[src/rtl/serial_add_pkg.sv]
// rtl/serial_add_pkg.sv - shared types and constants for the serial adder
package serial_add_pkg;

    localparam int SLICE_W = 2;

    typedef enum logic [1:0] {
        IDLE = 2'd0,
        RUN  = 2'd1,
        DONE = 2'd2
    } state_e;

    // Pair counter width, never narrower than one bit
    function automatic int cnt_width(input int width);
        return (width / SLICE_W > 1) ? $clog2(width / SLICE_W) : 1;
    endfunction

endpackage

[src/rtl/adder2_slice.sv]
// rtl/adder2_slice.sv - combinational 2-bit full-adder slice
module adder2_slice (
    input  logic [1:0] a,
    input  logic [1:0] b,
    input  logic       c_in,
    output logic [1:0] s,
    output logic       c_out
);

    assign {c_out, s} = {1'b0, a} + {1'b0, b} + {2'b00, c_in};

endmodule

[src/rtl/serial_add_ctrl.sv]
// rtl/serial_add_ctrl.sv - serial adder, two bits per cycle, IDLE/RUN/DONE control
module serial_add_ctrl
    import serial_add_pkg::*;
#(
    parameter int WIDTH = 16
) (
    input  logic             clk,
    input  logic             rst,
    input  logic             start,
    input  logic [WIDTH-1:0] a,
    input  logic [WIDTH-1:0] b,
    input  logic             c_in,
    output logic             busy,
    output logic             done,
    output logic [WIDTH-1:0] sum,
    output logic             c_out
);

    localparam int PAIRS = WIDTH / SLICE_W;
    localparam int CNT_W = cnt_width(WIDTH);
    localparam logic [CNT_W-1:0] LAST_PAIR = CNT_W'(PAIRS - 1);

    state_e state_q, state_d;

    logic [WIDTH-1:0]   a_q, a_d;
    logic [WIDTH-1:0]   b_q, b_d;
    logic [WIDTH-1:0]   res_q, res_d;
    logic [WIDTH-1:0]   sum_q, sum_d;
    logic               carry_q, carry_d;
    logic               cout_q, cout_d;
    logic [CNT_W-1:0]   cnt_q, cnt_d;

    logic [SLICE_W-1:0] slice_s;
    logic               slice_c;
    logic [WIDTH-1:0]   res_next;
    logic               last_pair;

    adder2_slice u_slice (
        .a     (a_q[SLICE_W-1:0]),
        .b     (b_q[SLICE_W-1:0]),
        .c_in  (carry_q),
        .s     (slice_s),
        .c_out (slice_c)
    );

    // Slice sum enters at the MSB so pair 0 ends up in the LSBs after the last step
    assign res_next  = (res_q >> SLICE_W) | (WIDTH'(slice_s) << (WIDTH - SLICE_W));
    assign last_pair = (cnt_q == LAST_PAIR);

    always_ff @(posedge clk) begin
        if (rst) begin
            state_q <= IDLE;
        end else begin
            state_q <= state_d;
        end
    end

    always_comb begin
        state_d = state_q;
        case (state_q)
            IDLE:    if (start) state_d = RUN;
            RUN:     if (last_pair) state_d = DONE;
            DONE:    state_d = IDLE;
            default: state_d = IDLE;
        endcase
    end

    always_comb begin
        busy = (state_q == RUN) || (state_q == DONE);
        done = (state_q == DONE);
    end

    always_comb begin
        a_d     = a_q;
        b_d     = b_q;
        res_d   = res_q;
        sum_d   = sum_q;
        carry_d = carry_q;
        cout_d  = cout_q;
        cnt_d   = cnt_q;
        case (state_q)
            IDLE: begin
                if (start) begin
                    a_d     = a;
                    b_d     = b;
                    carry_d = c_in;
                    res_d   = '0;
                    cnt_d   = '0;
                end
            end
            RUN: begin
                a_d     = a_q >> SLICE_W;
                b_d     = b_q >> SLICE_W;
                carry_d = slice_c;
                res_d   = res_next;
                if (last_pair) begin
                    sum_d  = res_next;
                    cout_d = slice_c;
                end else begin
                    cnt_d = cnt_q + CNT_W'(1);
                end
            end
            DONE:    cnt_d = '0;
            default: ;
        endcase
    end

    always_ff @(posedge clk) begin
        if (rst) begin
            a_q     <= '0;
            b_q     <= '0;
            res_q   <= '0;
            sum_q   <= '0;
            carry_q <= 1'b0;
            cout_q  <= 1'b0;
            cnt_q   <= '0;
        end else begin
            a_q     <= a_d;
            b_q     <= b_d;
            res_q   <= res_d;
            sum_q   <= sum_d;
            carry_q <= carry_d;
            cout_q  <= cout_d;
            cnt_q   <= cnt_d;
        end
    end

    assign sum   = sum_q;
    assign c_out = cout_q;

endmodule
[config.mk]
export PLATFORM = sky130hd
export DESIGN_NAME = serial_add_ctrl
export DESIGN_NICKNAME = d
export VERILOG_FILES = /design/src/rtl/serial_add_pkg.sv /design/src/rtl/adder2_slice.sv /design/src/rtl/serial_add_ctrl.sv
export SDC_FILE = /design/constraint.sdc
export NUM_CORES = 1
export LEC_CHECK = 0
export ABC_CLOCK_PERIOD_IN_PS = 3850
export CORE_MARGIN = 5
export CORE_UTILIZATION = 50
export DETAILED_ROUTE_END_ITERATION = 10
export PLACE_DENSITY_LB_ADDON = 0.1
export SYNTH_ARGS = -nofsm -noshare
export SYNTH_HDL_FRONTEND = slang
export SYNTH_HIERARCHICAL = 1
export SYNTH_SLANG_ARGS = --single-unit
export TNS_END_PERCENT = 10
[constraint.sdc]
create_clock -name clk -period 3.85 [get_ports clk]
set_input_delay 0.77 -clock clk [delete_from_list [all_inputs] [get_ports clk]]
set_output_delay 0.77 -clock clk [all_outputs]
set_load 0.01 [all_outputs]
# After elaboration in Yosys (flattened, before gate mapping)
# Cells that the tools add are included.
[classes]
reduce_logical = 8
n_addsub = 3
bitwise_logic = 1
n_eq_ne = 6
mux = 14
[op_table]
columns = ["op", "n"]
rows = [
  ["16-bit case mux with 2 select lines", 3],
  ["16-bit 2-to-1 mux", 3],
  ["14-bit by 16-bit bitwise OR with 16-bit output", 1],
  ["3-bit case mux with 3 select lines", 1],
  ["3-bit 2-to-1 mux", 2],
  ["2-bit != test, second input constant", 3],
  ["2-bit AND reduction", 3],
  ["2-bit 2-to-1 mux", 2],
  ["2-bit case mux with 2 select lines", 1],
  ["2-bit by 2-bit adder with 3-bit output", 1],
  ["3-bit by 1-bit adder with 3-bit output", 1],
  ["3-bit by 1-bit adder with 3-bit output, second input constant", 1],
  ["3-bit == test, second input constant", 1],
  ["3-bit AND reduction", 1],
  ["3-bit nonzero test", 1],
  ["2-bit by 1-bit == test with 1-bit output, second input constant", 1],
  ["2-bit == test, second input constant", 1],
  ["2-bit logical NOT", 1],
  ["1-bit case mux with 2 select lines", 1],
  ["2-bit nonzero test", 1],
  ["1-bit logical OR", 1],
  ["1-bit 2-to-1 mux", 1],
]
[totals]
register_bits = 71
elab_cells = 40
out_inout_bits = 19

# Logic depth before layout (Yosys ltp)
[depth]
ltp_word = 4
depth_mapped = 7
ltp_nobuf = 6

# By module
# Netlist, hierarchy kept.
[by_module_without_submodules]
columns = ["module", "area_each_um2", "cells_each", "n_inst"]
rows = [
  ["serial_add_ctrl", 3016.6, 314, 1],
  ["adder2_slice", 70.1, 10, 1],
]

# Least setup slack after synthesis
# No wires, ideal clock.
[synth_timing]
path_type = "register -> register"
from = "register a_q[0]"
to = "register res_q[15]"
setup_ns = 0.132
t_required_ns = 3.718
path_stages_with_launch = 7
arrival_ns = 1.414
path_slack_ns = 2.304
path_cell_list = "dfxtp_1 inv_1 fa_1 fa_1 inv_1 nand3_1 a21oi_1"
[synth_via]
elab_chain_len = 4
[synth_rtl]
columns = ["element", "line", "rtl"]
rows = [
  ["start: declaration", "serial_add_ctrl.sv:25", "logic [WIDTH-1:0] a_q, a_d;"],
  ["start signal: assignment", "serial_add_ctrl.sv:110", "a_q <= '0;"],
  ["start signal: assignment", "serial_add_ctrl.sv:118", "a_q <= a_d;"],
  ["2-bit by 2-bit adder with 3-bit output", "adder2_slice.sv:10", "assign {c_out, s} = {1'b0, a} + {1'b0, b} + {2'b00, c_in};"],
  ["3-bit by 1-bit adder with 3-bit output", "adder2_slice.sv:10", ""],
  ["14-bit by 16-bit bitwise OR with 16-bit output", "serial_add_ctrl.sv:47", "assign res_next = (res_q >> SLICE_W) | (WIDTH'(slice_s) << (WIDTH - SLICE_W));"],
  ["via res_next[15]", "serial_add_ctrl.sv:35", "logic [WIDTH-1:0] res_next;"],
  ["16-bit case mux with 2 select lines", "serial_add_ctrl.sv:81", "case (state_q)"],
  ["end signal: assignment", "serial_add_ctrl.sv:120", "res_q <= res_d;"],
  ["end: declaration", "serial_add_ctrl.sv:27", "logic [WIDTH-1:0] res_q, res_d;"],
]
# The timed path passes the listed nets, and every way through them passes these cells.
# A chain may end at the register's enable or synchronous reset.

# Final worst setup path
[layout_timing]
from = "register state_q[1]"
to = "output port busy"
[layout_via]
elab_chain_len = 2
elab_cells_between_ends = 3
cone_classes = "2 x eq/ne; 1 x reduce/logical"
[layout_rtl]
columns = ["element", "line", "rtl"]
rows = [
  ["start: declaration", "serial_add_ctrl.sv:23", "state_e state_q, state_d;"],
  ["start signal: assignment", "serial_add_ctrl.sv:54", "state_q <= state_d;"],
  ["2-bit by 1-bit == test with 1-bit output / 2-bit == test (equally long branches)", "serial_add_ctrl.sv:69", "busy = (state_q == RUN) || (state_q == DONE);"],
  ["1-bit logical OR (*)", "serial_add_ctrl.sv:69", ""],
  ["end: declaration", "serial_add_ctrl.sv:13", "output logic busy,"],
]
# Every way passes the cells marked *; elsewhere a longest branch is shown, timed or not.

==> flow_metrics.env <==
export IMPL_power_frac_seq_pct=40.2
export IMPL_fin_crit_ns=2.44
export IMPL_async_flop_share_pct=0
export IMPL_fp_dieW_um=88.6
export IMPL_drt_pre_antenna_iters=4
export IMPL_critPathLaunchType="flop"
export IMPL_worst_slew_pin_slew_ns=0.808
export IMPL_drc=0
export IMPL_finalInstanceArea_um2=3870
export IMPL_syn_avg_cell_area_um2=9.53
export IMPL_place_congestion=0.705
export IMPL_num_io_pins=55
export IMPL_p_int_mw=1.49
export IMPL_critPathSlowestCell="clkdlybuf4s50_1"
export IMPL_max_freq_mhz=410
export IMPL_grt_max_degree=67
export IMPL_synth_cells=324
export IMPL_path_max_fanout=4
export IMPL_initial_utilization_pct=51.8
export IMPL_synth_commonest_cells="dfxtp_1, nand2_1, a21oi_1, mux2i_1, nor2_1"
export IMPL_final_antenna_net_count=0
export IMPL_dpl_cell_area_um2=3580
export IMPL_die_h_um=88.6
export IMPL_status="finished, final reports clean"
export IMPL_fin_skew_ns=0.00605
export IMPL_p_sw_uw=492
export IMPL_fin_crit_sh_pct=63.4
export IMPL_pwr_share_clk_pct=43.3
export IMPL_crit_path_start="state_q[1]"
export IMPL_syn_cell_area_um2=3090
export IMPL_clkSinkCount=69
export IMPL_finalHoldViolCount=0
export IMPL_post_cts_setup_buffers=0
export IMPL_yosysMostFrequentCell="dfxtp_1"
export IMPL_ctsHoldBuffers=0
export IMPL_ys_warn_count=6
export IMPL_p_per_area_nw_per_um2=511
export IMPL_power_leakage_nw=1.38
export IMPL_synth_area_leaders="dfxtp_1, mux2i_1, a211oi_2, a21oi_1, nand2_1"
export IMPL_syn_to_final_growth_pct=25.4
export IMPL_netlist_area_leader_share_pct=44.8
export IMPL_numPortBuffers=54
export IMPL_fin_cells=445
export IMPL_cap_violations=0
export IMPL_cts_buffers=9
export IMPL_core_um2=5960
export IMPL_cp_end_kind="output port"
export IMPL_relSlewSlack_pct=46.1
export IMPL_max_stage_delay_ns=0.53
export IMPL_fin_util_pct=65.0
export IMPL_worstSkewPairLatency_ns=0.34
export IMPL_overflow=0
export IMPL_critPathKind="flop to output port"
export IMPL_postSynthNetCount=369
export IMPL_antenna_found_initial=0
export IMPL_ir_worst_vdd_uv=300
export IMPL_avgViaCountPerCell=5.25
export IMPL_groute_usage_overall_pct=16.7
export IMPL_hp_start="sum[7]"
export IMPL_yosys_cell_types_count=29
export IMPL_dominantRegCellSynth="dfxtp_1"
export IMPL_r2r_start="state_q[1]"
export IMPL_p_comb_share_pct=16.5
export IMPL_hpwl_um=3950
export IMPL_grt_pass1_wl_um=10300
export IMPL_synth_seq_cells=69
export IMPL_swShare_pct=24.9
export IMPL_path_clk_slew_ns=0.07
export IMPL_rsz0062_at_grt="false"
export IMPL_wire_per_inst_um=13.8
export IMPL_hold_slack_ns=0.456
export IMPL_final_setup_tns_ns=0
export IMPL_ys_seq_area_share_pct=44.8
export IMPL_path_cells="inv_1, ha_1, clkdlybuf4s50_1"
export IMPL_htree_num_levels=3
export IMPL_cts_tree="yes"
export IMPL_cts_repair_resized=0
export IMPL_setup_viol=0
export IMPL_layout_drive_gt1_share_pct=11.9
export IMPL_diodes=0
export IMPL_drt_wl_total_um=6130
export IMPL_first_iter_violations=164
export IMPL_placed_cells=429
export IMPL_clockRootBuffer="clkbuf_8"
export IMPL_critPathArrivalTime_ns=1.67
export IMPL_num_rows=28
export IMPL_slew_violations=0
export IMPL_synth_edf_count=0
export IMPL_grt_pass1_vias=2241
export IMPL_nets=410
export IMPL_min_path_type="flop to flop"
export IMPL_yosysTopAreaCell="dfxtp_1"
export IMPL_required_ns=3.08
export IMPL_clk_path_buf_depth=2
export IMPL_num_vias=2338
export IMPL_die_area_um2=7840
==> cell families (layout without fill, tap and decap cells) <==
| logic type | after synthesis | in the layout | share of synthesized area [%] |
|---|---|---|---|
| AO/OA/AOI/OAI | 82 | 82 | 20.4 |
| adder cells (fa/ha/maj) | 9 | 9 | 4.13 |
| buffers and inverters | 38 | 84 | 6.69 |
| multiplexers | 35 | 35 | 11.6 |
| flip-flops | 69 | 69 | 44.8 |
| AND/OR/NAND/NOR | 91 | 91 | 12.4 |
==> power groups by stage <==
stage	Clock (mW)	Sequential, mW	Combinational, mW
3_5_place_dp	0	0.812	0.331
3_3_place_gp	0	0.809	0.324
6_report	0.857	0.795	0.326
5_1_grt	0.904	0.802	0.368
2_1_floorplan	0	0.803	0.275
4_1_cts	0.873	0.795	0.331
==> flip-flops by register name, indices dropped and copies added (netlist names) <==
name and flops:
a_q 16, b_q 16, c_out 1, carry_q 1, cnt_q 3, res_q 14, state_q 2, sum 16
==> area by class of cell <==
| class | count | area [um2] |
|---|---|---|
| Tap cell | 75 | 93.8 |
| Fill cell | 533 | 2080 |
| Inverter | 11 | 41.3 |
| Clock buffer | 10 | 138 |
| Clock inverter | 6 | 158 |
| Timing Repair Buffer | 57 | 558 |
| Multi-Input combinational cell | 217 | 1500 |
| Sequential cell | 69 | 1380 |
==> critical path: cells and delay by family, from the launching register on <==
kind,cells,cell delay [ns]
flops,1,0.41
buf+inv,2,0.63
fa+ha+maj,1,0.28
==> final timing paths <==
check / end / slack [ns] / cells past startpoint
worst min-delay path: sum[7] / 0.46 / 2
worst max register to register: b_q[15] / 1.80 / 5
worst max-delay path: busy / 1.41 / 3
worst min register to register: sum[7] / 0.46 / 2
==> routing by layer <==
| metal | up-vias | routed length [um] | global-route usage [%] |
|---|---|---|---|
| met5 | - | 0 | 0 |
| met4 | 0 | 77 | 7.01 |
| met3 | 6 | 391 | 4.66 |
| met2 | 59 | 2700 | 25.4 |
| met1 | 1056 | 2960 | 22.4 |
| li1 | 1217 | - | - |
==> placed cells by master, fill, tap and decap left out, drive strengths merged <==
cell / n
bufinv: 5
ha: 7
nand3: 15
clkbuf: 10
a22o: 2
inv: 10
a211oi: 30
nand2b: 2
clkdlybuf4s50: 53
clkinv: 1
mux2i: 33
clkinvlp: 1
nor3: 5
or3: 1
nor2b: 1
buf: 4
a21oi: 35
nor2: 30
fa: 2
dfxtp: 69
nand2: 36
and2: 1
mux2: 2
o211ai: 14
a21o: 1
==> metrics by stage <==
stage | worst slack [ns] | power [mW]
finish | 1.41 | 1.98
global route | 1.32 | 2.07
CTS | 1.38 | 2.00
detailed placement | 1.34 | 1.14
global placement | 1.39 | 1.13
floorplan | 2.30 | 1.08
Note: power is estimated with default switching activity, not from simulation.
